## src/rtl/uart_cmd_pkg.sv

```systemverilog
// Shared definitions for the UART command-frame controller.
package uart_cmd_pkg;

    typedef enum logic [2:0] {
        ST_IDLE,
        ST_GET_CMD,
        ST_GET_DATA,
        ST_GET_CHK,
        ST_EXEC,
        ST_RESP,
        ST_DONE,
        ST_ERR
    } state_t;

    // CMD byte fields: bit 7 selects write, bits 2:0 address, bits 6:3 unused.
    localparam int CMD_WR_BIT   = 7;
    localparam int CMD_ADDR_MSB = 2;

    localparam logic [7:0] SYNC_DEFAULT = 8'hAA;

    // Frame check byte: CMD xor DATA.
    function automatic logic [7:0] frame_chk(input logic [7:0] cmd, input logic [7:0] data);
        return cmd ^ data;
    endfunction

endpackage

```

## src/rtl/uart_cmd_timer.sv

```systemverilog
// Inter-byte timeout counter. cnt holds the number of completed idle cycles
// since the last clear, so the cycle being counted is the (cnt+1)th; the
// terminal count (TIMEOUT-1 idle cycles) is therefore flagged at cnt == TIMEOUT-2.
module uart_cmd_timer #(
    parameter int TIMEOUT = 50000
) (
    input  logic clk,
    input  logic rst,
    input  logic clr,
    input  logic en,
    output logic expired
);

    localparam int W = $clog2(TIMEOUT);

    logic [W-1:0] cnt;

    // Count enabled cycles; clear has priority.
    always_ff @(posedge clk or posedge rst) begin
        if (rst)
            cnt <= '0;
        else if (clr)
            cnt <= '0;
        else if (en)
            cnt <= cnt + 1'b1;
    end

    assign expired = en && (cnt == W'(TIMEOUT - 2));

endmodule

```

## src/rtl/uart_cmd_ctrl.sv

```systemverilog
// Command-frame controller: hunts SYNC, assembles CMD/DATA/CHK, executes
// register writes or read-back requests, and owns the config register bank.
module uart_cmd_ctrl
    import uart_cmd_pkg::*;
#(
    parameter int         NUM_REGS = 8,
    parameter int         TIMEOUT  = 50000,
    parameter logic [7:0] SYNC     = SYNC_DEFAULT
) (
    input  logic                  clk,
    input  logic                  rst,
    input  logic [7:0]            rx_byte,
    input  logic                  rx_rdy,
    output logic [7:0]            tx_byte,
    output logic                  tx_req,
    input  logic                  tx_ack,
    output logic [8*NUM_REGS-1:0] cfg,
    output logic                  frame_ok,
    output logic                  frame_err,
    output logic [7:0]            err_count
);

    localparam int AW = CMD_ADDR_MSB + 1;

    state_t state, state_nx;

    logic [7:0]                 cmd_q, data_q;
    logic [NUM_REGS-1:0][7:0]   regs;
    logic [AW-1:0]              addr;
    logic                       is_wr, addr_ok, chk_ok;
    logic                       in_get, tmr_en, tmr_clr, tmr_expired;

    assign addr    = cmd_q[CMD_ADDR_MSB:0];
    assign is_wr   = cmd_q[CMD_WR_BIT];
    assign addr_ok = ({1'b0, addr} < (AW+1)'(NUM_REGS));
    assign chk_ok  = (rx_byte == frame_chk(cmd_q, data_q));

    // The timer runs only while waiting on the line or the transmitter; an
    // accepted byte restarts it, a byte dropped during RESP does not.
    assign in_get  = (state == ST_GET_CMD) || (state == ST_GET_DATA) || (state == ST_GET_CHK);
    assign tmr_en  = in_get || (state == ST_RESP);
    assign tmr_clr = !tmr_en || (in_get && rx_rdy);

    uart_cmd_timer #(.TIMEOUT(TIMEOUT)) u_timer (
        .clk     (clk),
        .rst     (rst),
        .clr     (tmr_clr),
        .en      (tmr_en),
        .expired (tmr_expired)
    );

    // State register.
    always_ff @(posedge clk or posedge rst) begin
        if (rst)
            state <= ST_IDLE;
        else
            state <= state_nx;
    end

    // Next-state logic; an arriving byte wins over a coincident timeout.
    always_comb begin
        state_nx = state;
        case (state)
            ST_IDLE:     if (rx_rdy && rx_byte == SYNC) state_nx = ST_GET_CMD;
            ST_GET_CMD:  if (rx_rdy) state_nx = ST_GET_DATA;
                         else if (tmr_expired) state_nx = ST_ERR;
            ST_GET_DATA: if (rx_rdy) state_nx = ST_GET_CHK;
                         else if (tmr_expired) state_nx = ST_ERR;
            ST_GET_CHK:  if (rx_rdy) state_nx = (chk_ok && addr_ok) ? ST_EXEC : ST_ERR;
                         else if (tmr_expired) state_nx = ST_ERR;
            ST_EXEC:     state_nx = is_wr ? ST_DONE : ST_RESP;
            ST_RESP:     if (tx_ack) state_nx = ST_DONE;
                         else if (tmr_expired) state_nx = ST_ERR;
            ST_DONE:     state_nx = ST_IDLE;
            ST_ERR:      state_nx = ST_IDLE;
            default:     state_nx = ST_IDLE;
        endcase
    end

    // Capture CMD and DATA bytes as they arrive.
    always_ff @(posedge clk or posedge rst) begin
        if (rst) begin
            cmd_q  <= 8'h00;
            data_q <= 8'h00;
        end else begin
            if (state == ST_GET_CMD && rx_rdy)  cmd_q  <= rx_byte;
            if (state == ST_GET_DATA && rx_rdy) data_q <= rx_byte;
        end
    end

    // Register bank write and read-back load, both in the EXEC cycle.
    always_ff @(posedge clk or posedge rst) begin
        if (rst) begin
            regs    <= '0;
            tx_byte <= 8'h00;
        end else if (state == ST_EXEC) begin
            for (int i = 0; i < NUM_REGS; i++) begin
                if (addr == AW'(i)) begin
                    if (is_wr)
                        regs[i] <= data_q;
                    else
                        tx_byte <= regs[i];
                end
            end
        end
    end

    // Registered handshake and status outputs.
    always_ff @(posedge clk or posedge rst) begin
        if (rst) begin
            tx_req    <= 1'b0;
            frame_ok  <= 1'b0;
            frame_err <= 1'b0;
            err_count <= 8'h00;
        end else begin
            tx_req    <= (state_nx == ST_RESP);
            frame_ok  <= (state_nx == ST_DONE);
            frame_err <= (state == ST_ERR);
            if (state == ST_ERR && err_count != 8'hFF)
                err_count <= err_count + 8'h01;
        end
    end

    assign cfg = regs;

endmodule

```

## config.mk

```make
export PLATFORM = sky130hd
export DESIGN_NAME = uart_cmd_ctrl
export DESIGN_NICKNAME = d
export VERILOG_FILES = /design/src/rtl/uart_cmd_pkg.sv /design/src/rtl/uart_cmd_timer.sv /design/src/rtl/uart_cmd_ctrl.sv
export SDC_FILE = /design/constraint.sdc
export NUM_CORES = 1
export LEC_CHECK = 0
export CORE_MARGIN = 3
export CORE_UTILIZATION = 30
export DETAILED_ROUTE_END_ITERATION = 10
export PLACE_DENSITY = 0.5
export SLEW_MARGIN = 20
export SYNTH_ARGS = -nofsm -noshare
export SYNTH_HDL_FRONTEND = slang
export SYNTH_SLANG_ARGS = --single-unit
```

## constraint.sdc

```tcl
create_clock -name clk -period 7.3 [get_ports clk]
set_input_delay 2.19 -clock clk [delete_from_list [all_inputs] [get_ports clk]]
set_output_delay 2.19 -clock clk [all_outputs]
set_load 0.05 [all_outputs]
```

==> results of run 1 <==
[power groups by stage]
| stage | sequential (W) | combinational (W) | clock (W) |
|---|---|---|---|
| 2_1_floorplan | 0.00160 | 0.000749 | 0 |
| 3_3_place_gp | 0.00120 | 0.00170 | 0 |
| 3_5_place_dp | 0.00121 | 0.00171 | 0 |
| 4_1_cts | 0.00120 | 0.00171 | 0.000879 |
| 5_1_grt | 0.00124 | 0.00182 | 0.000911 |
| 6_report | 0.00120 | 0.00170 | 0.000863 |
[routing by layer]
layer / vias to the layer above / GRT usage / share of wire
met2: 124 / 0.248 / 0.49
met5: - / 0 / 0
met3: 10 / 0.0484 / 0.056
li1: 1969 / - / -
met4: 0 / 0.0404 / 0.0084
met1: 2161 / 0.199 / 0.45
[flip-flops by register name (all words and copies together) (netlist names)]
register / cells
cmd_q: 8
u_timer.cnt: 16
data_q: 8
frame_err: 1
state: 3
tx_byte: 8
cfg: 64
err_count: 8
frame_ok: 1
tx_req: 1
[stage by stage]
stage / hold slack, ps / setup WS (ps) / total power [W]
3_3_place_gp: 491 / 2680 / 0.00290
3_5_place_dp: 499 / 2620 / 0.00292
5_1_grt: 534 / 2920 / 0.00397
2_1_floorplan: 474 / 1980 / 0.00235
6_report: 513 / 3080 / 0.00377
4_1_cts: 518 / 3080 / 0.00379
[synth_stat cells, drive strengths merged, types with 9 or more instances]
cell	number
dfrtp	118
mux2	87
nor2	33
clkbuf	27
a21oi	26
o21ai	26
nand2	18
inv	10
nand3	10
nor2b	9
xnor2	9
xor2	9
[cell families (layout without fill, tap and decap cells)]
family / Yosys count / after routing / share of synthesized area
buffers and inverters: 42 / 138 / 0.0300
AO/OA/AOI/OAI: 95 / 95 / 0.108
multiplexers: 89 / 89 / 0.175
AND/OR/NAND/NOR: 117 / 117 / 0.109
XOR/XNOR: 27 / 27 / 0.0630
adder cells (fa/ha/maj): 3 / 3 / 0.00647
flip-flops: 118 / 118 / 0.509
[area by class of cell]
class	instances	area, um^2
Clock buffer	23	488
Clock inverter	8	121
Fill cell	1822	11300
Inverter	11	46.3
Multi-Input combinational cell	331	2680
Sequential cell	118	2950
Tap cell	260	325
Timing Repair Buffer	96	956
[final timing paths]
path                           endpoint  slack [ps]  cells past startpoint
hold / removal             err_count[5]         510                      1
hold reg to reg            err_count[5]         510                      1
setup reg to reg                 cfg[8]        4350                      3
max in group asynchronous     data_q[6]        3970                      3
min in group asynchronous       cfg[56]        2300                      2
setup / recovery                 tx_req        3080                      6
==> run metrics, run 1 <==
outcome=completed; number of synthesized flops with an enable pin=0; Worst EP required=7600 ps; GPL Wtd Cong=0.794; crit-path cells=clkdlybuf4s50_1 -> xor3_1 -> or4b_1 -> or3_1 -> a22o_1 -> a2111oi_2; Fmax=0.237 GHz; top cells by area, synth=dfrtp_1 51%, mux2_2 17%, a21oi_1 2.2%; Crit-path slowest cell=clkdlybuf4s50_1; Die H=145 um; Final Cycle Share=0.578; CTS tree=built; Logic pwr share=0.452; antenna-violating nets left=0; initial core utilization=0.308; GRT Util Overall=0.153; synth unique cells=56; vias in the first global route=between 4,000 and 5,000; RSZ-0062 raised after global routing=no; critical path type=primary input to flop; # placed instances=roughly 800; Num CTS Buffers=17; Die X=145 um; fin cells=approximately 850; ys async rst share=1.00; clock sink total=118; Post-CTS Setup Inserts=0; pin count of the biggest net entering global routing=80; syn_nets=506; Critical Path AT=4510 ps; Sw Ratio=0.434; CTS H-tree depth=4; Clock Skew=9.43 ps; Clock Latency Late Sink=410 ps; clock root cell=clkbuf_16; Seq/Total Area, Yosys=0.509; nets@finish=between 500 and 600; Max Cap Violations=0; Placement Rows=50; setup_tns=0 ps; Worst-Margin Slew=1030 ps; Critical Path Start=rx_byte[4]; area leader, netlist=dfrtp_1; DR WL/cell=18.4 um; min-delay worst type=flop to flop; post-synthesis area per instance=11.8 um^2; CP peak stage delay=560 ps; Residual DRC=0; DP Area=~0.0070 mm^2; clock slew at reported path FFs=around 50 ps; total grt overflow=0; clock buffer depth=2; slew margin rel.=0.301; pwr/cell area=497 mW/mm^2; Post-Syn Instances=491; port bufs=94; most frequent cells in the layout=118 x dfrtp_1, 94 x clkdlybuf4s50_1, 87 x mux2_2; crit path max fanout=4; worst path buffer plus inverter count=1; internal power=0.00213 W; global-route wire length before repair=25.6 mm; post-synth top area share=0.509; Worst setup SP type=primary input; crit path time final=roughly 4200 ps; drt via density=5.03; drt total wl=approximately 16 mm; placed wire-length estimate=11.3 mm; die area=0.0210 mm^2; FF+latch count, synth=roughly 120; final-report hold violation count=0; Yosys warnings=0; maximum vdd ir drop=between 200 and 250 uV; Clock power frac=0.229; HP Start=err_count[5]; Sw Pwr=~0.0016 W; Ant. Diodes=0; First-pass DRT Iterations=7; cell area after layout=0.00757 mm^2; DR iter-0 viols=342; Placeable Area=approximately 0.019 mm^2; io pins=95; Reg2Reg Launch Point=cmd_q[0]; Seq pwr share=0.318; vias=4,264; CP endpoint kind=flop; Slew Viols, Final=0; Hold Buf Count CTS=0; P_leak=between 3 and 4 nW; Final Setup Violations=0; commonest non-fill, non-tap cell in the layout=dfrtp_1; Layout area overhead=30.6%; family with the most delay on the worst path=simple AND/OR/NAND/NOR gates; Top FF cell, synth=dfrtp_1; end-of-flow core utilization=0.402; post-cts sizing count=0; share of layout cells above drive strength 1=0.218; Mapped Area=0.00580 mm^2; antenna violations before repair=0
Power figures use the tool's default switching activity.
==> inputs of run 2 (changes only) <==
Settings changed: PLACE_DENSITY 0.5 to 0.52.
Clock period 7.3 ns to 3.4 ns, I/O delays scaled along.
==> run 2 against run 1 <==
Effect of this change: die area is the same; worst setup slack got worse by 2700 ps; critical path depth is the same; power up 120%; routed wire length down 0.65%; first-iteration DRC count shrank 38%; global-route usage is 0.35 points lower; sequential power is 110% higher.
==> run metrics, run 2 (synthesized netlist as in run 1, its figures left out) <==
Slew Viols, Final=0; commonest non-fill, non-tap cell in the layout=dfrtp_1; setup_tns=0 ps; crit path max fanout=4; clock root cell=clkbuf_16; pin count of the biggest net entering global routing=between 50 and 60; multi-input combinational cell area=0.00268 mm^2; Residual DRC=0; vias=4,290; final-report hold violation count=0; port bufs=94; vias in the first global route=4,477; share of layout cells above drive strength 1=0.235; family with the most delay on the worst path=simple AND/OR/NAND/NOR gates; Die H=145 um; FF+latch area=between 0.002 and 0.003 mm^2; Num CTS Buffers=17; P_leak=3.35 nW; Die X=145 um; Largest register FFs=64; CP endpoint kind=flop; Worst EP required=about 3700 ps; drt total wl=15.5 mm; DR iter-0 viols=about 210; antenna violations before repair=1; die area=around 0.021 mm^2; Layout area overhead=32.7%; total grt overflow=0; clock slew at reported path FFs=roughly 50 ps; Critical Path AT=3360 ps; PnR Total Power=0.00818 W; min-delay worst type=flop to flop; drt via density=~5; Placement Rows=50; Final Cycle Share=0.899; Clock Skew=5.82 ps; Fillers=1,733; GPL Wtd Cong=0.795; Crit-path slowest cell=clkdlybuf4s50_1; First-pass DRT Iterations=5; io pins=95; post-cts sizing count=0; Final Setup Violations=0; crit path time final=roughly 3100 ps; Worst setup SP type=primary input; Post-CTS Setup Inserts=0; placed wire-length estimate=11.4 mm; Ant. Diodes=0; Hold Buf Count CTS=0; CTS tree=built; pwr/cell area=1060 mW/mm^2; Fmax=0.327 GHz; worst path buffer plus inverter count=1; GRT Util Overall=0.149; outcome=completed; nets@finish=603; critical path type=primary input to flop; slew margin rel.=0.460; maximum vdd ir drop=approximately 480 uV; CTS H-tree depth=4; crit-path cells=clkdlybuf4s50_1 -> xor3_1 -> or4b_1 -> or3_1 -> a22o_1 -> a2111oi_2; Max Cap Violations=0; CP peak stage delay=550 ps; Clock Latency Late Sink=420 ps; global-route wire length before repair=25.0 mm; Worst-Margin Slew=806 ps; initial core utilization=0.308; most frequent cells in the layout=118 x dfrtp_1, 94 x clkdlybuf4s50_1, 87 x mux2_2; antenna-violating nets left=0; Placeable Area=0.0188 mm^2; clock buffer depth=2; clock sink total=118; DR WL/cell=18.0 um; RSZ-0062 raised after global routing=no
-- run 2: cell count changes in the layout (fill, tap and decap cells not counted) --
cell / before / now
buf_12: 0 / 2
buf_4: 2 / 13
clkinvlp_4: 1 / 3
inv_6: 1 / 0
clkinv_4: 1 / 0
clkbuf_1: 2 / 3
-- run 2: path summary, 6_finish.rpt --
path                               from      endpoint  slack (ps)  cells past startpoint
min reg2reg                err_count[5]  err_count[5]         510                      1
max reg2reg                    state[2]        cfg[1]         750                      5
max                          rx_byte[7]        tx_req         340                      6
min                        err_count[5]  err_count[5]         510                      1
min in group asynchronous           rst       cfg[63]        1030                      2
max in group asynchronous           rst       cfg[60]        1720                      3
-- run 2: layer usage --
layer	global-route usage	share of wire	vias up
met1	0.192	0.45	2168
met4	0.0423	0.0089	2
met5	0	0.00084	-
met3	0.0484	0.056	13
li1	-	-	1989
met2	0.243	0.48	118
-- run 2: where the power goes --
group	switching, W	internal [W]
logic	0.00227	0.00155
clock network	0.000622	0.00123
registers	0.000630	0.00188
total	0.00352	0.00466
-- run 2: area by class of cell --
| cell class | count | area share |
|---|---|---|
| clock inverter | 8 | 0.0156 |
| multi-input combinational | 331 | 0.349 |
| clock buffer | 24 | 0.0639 |
| inverter | 11 | 0.00585 |
| timing repair buffer | 109 | 0.140 |
| sequential | 118 | 0.384 |
| tap | 260 | 0.0423 |
-- run 2: through the flow --
step / instances / utilization / setup slack, ps / area [um^2] / hold WS (ps)
after global placement: 829 / 0.376 / -46.3 / 7080 / 491
after floorplan: 491 / - / 578 / 5800 / 474
after detailed placement: 829 / 0.376 / -118 / 7080 / 494
final: 861 / 0.409 / 342 / 7700 / 508
after CTS: 861 / 0.408 / 338 / 7690 / 510
after global routing: 861 / 0.409 / 289 / 7700 / 522
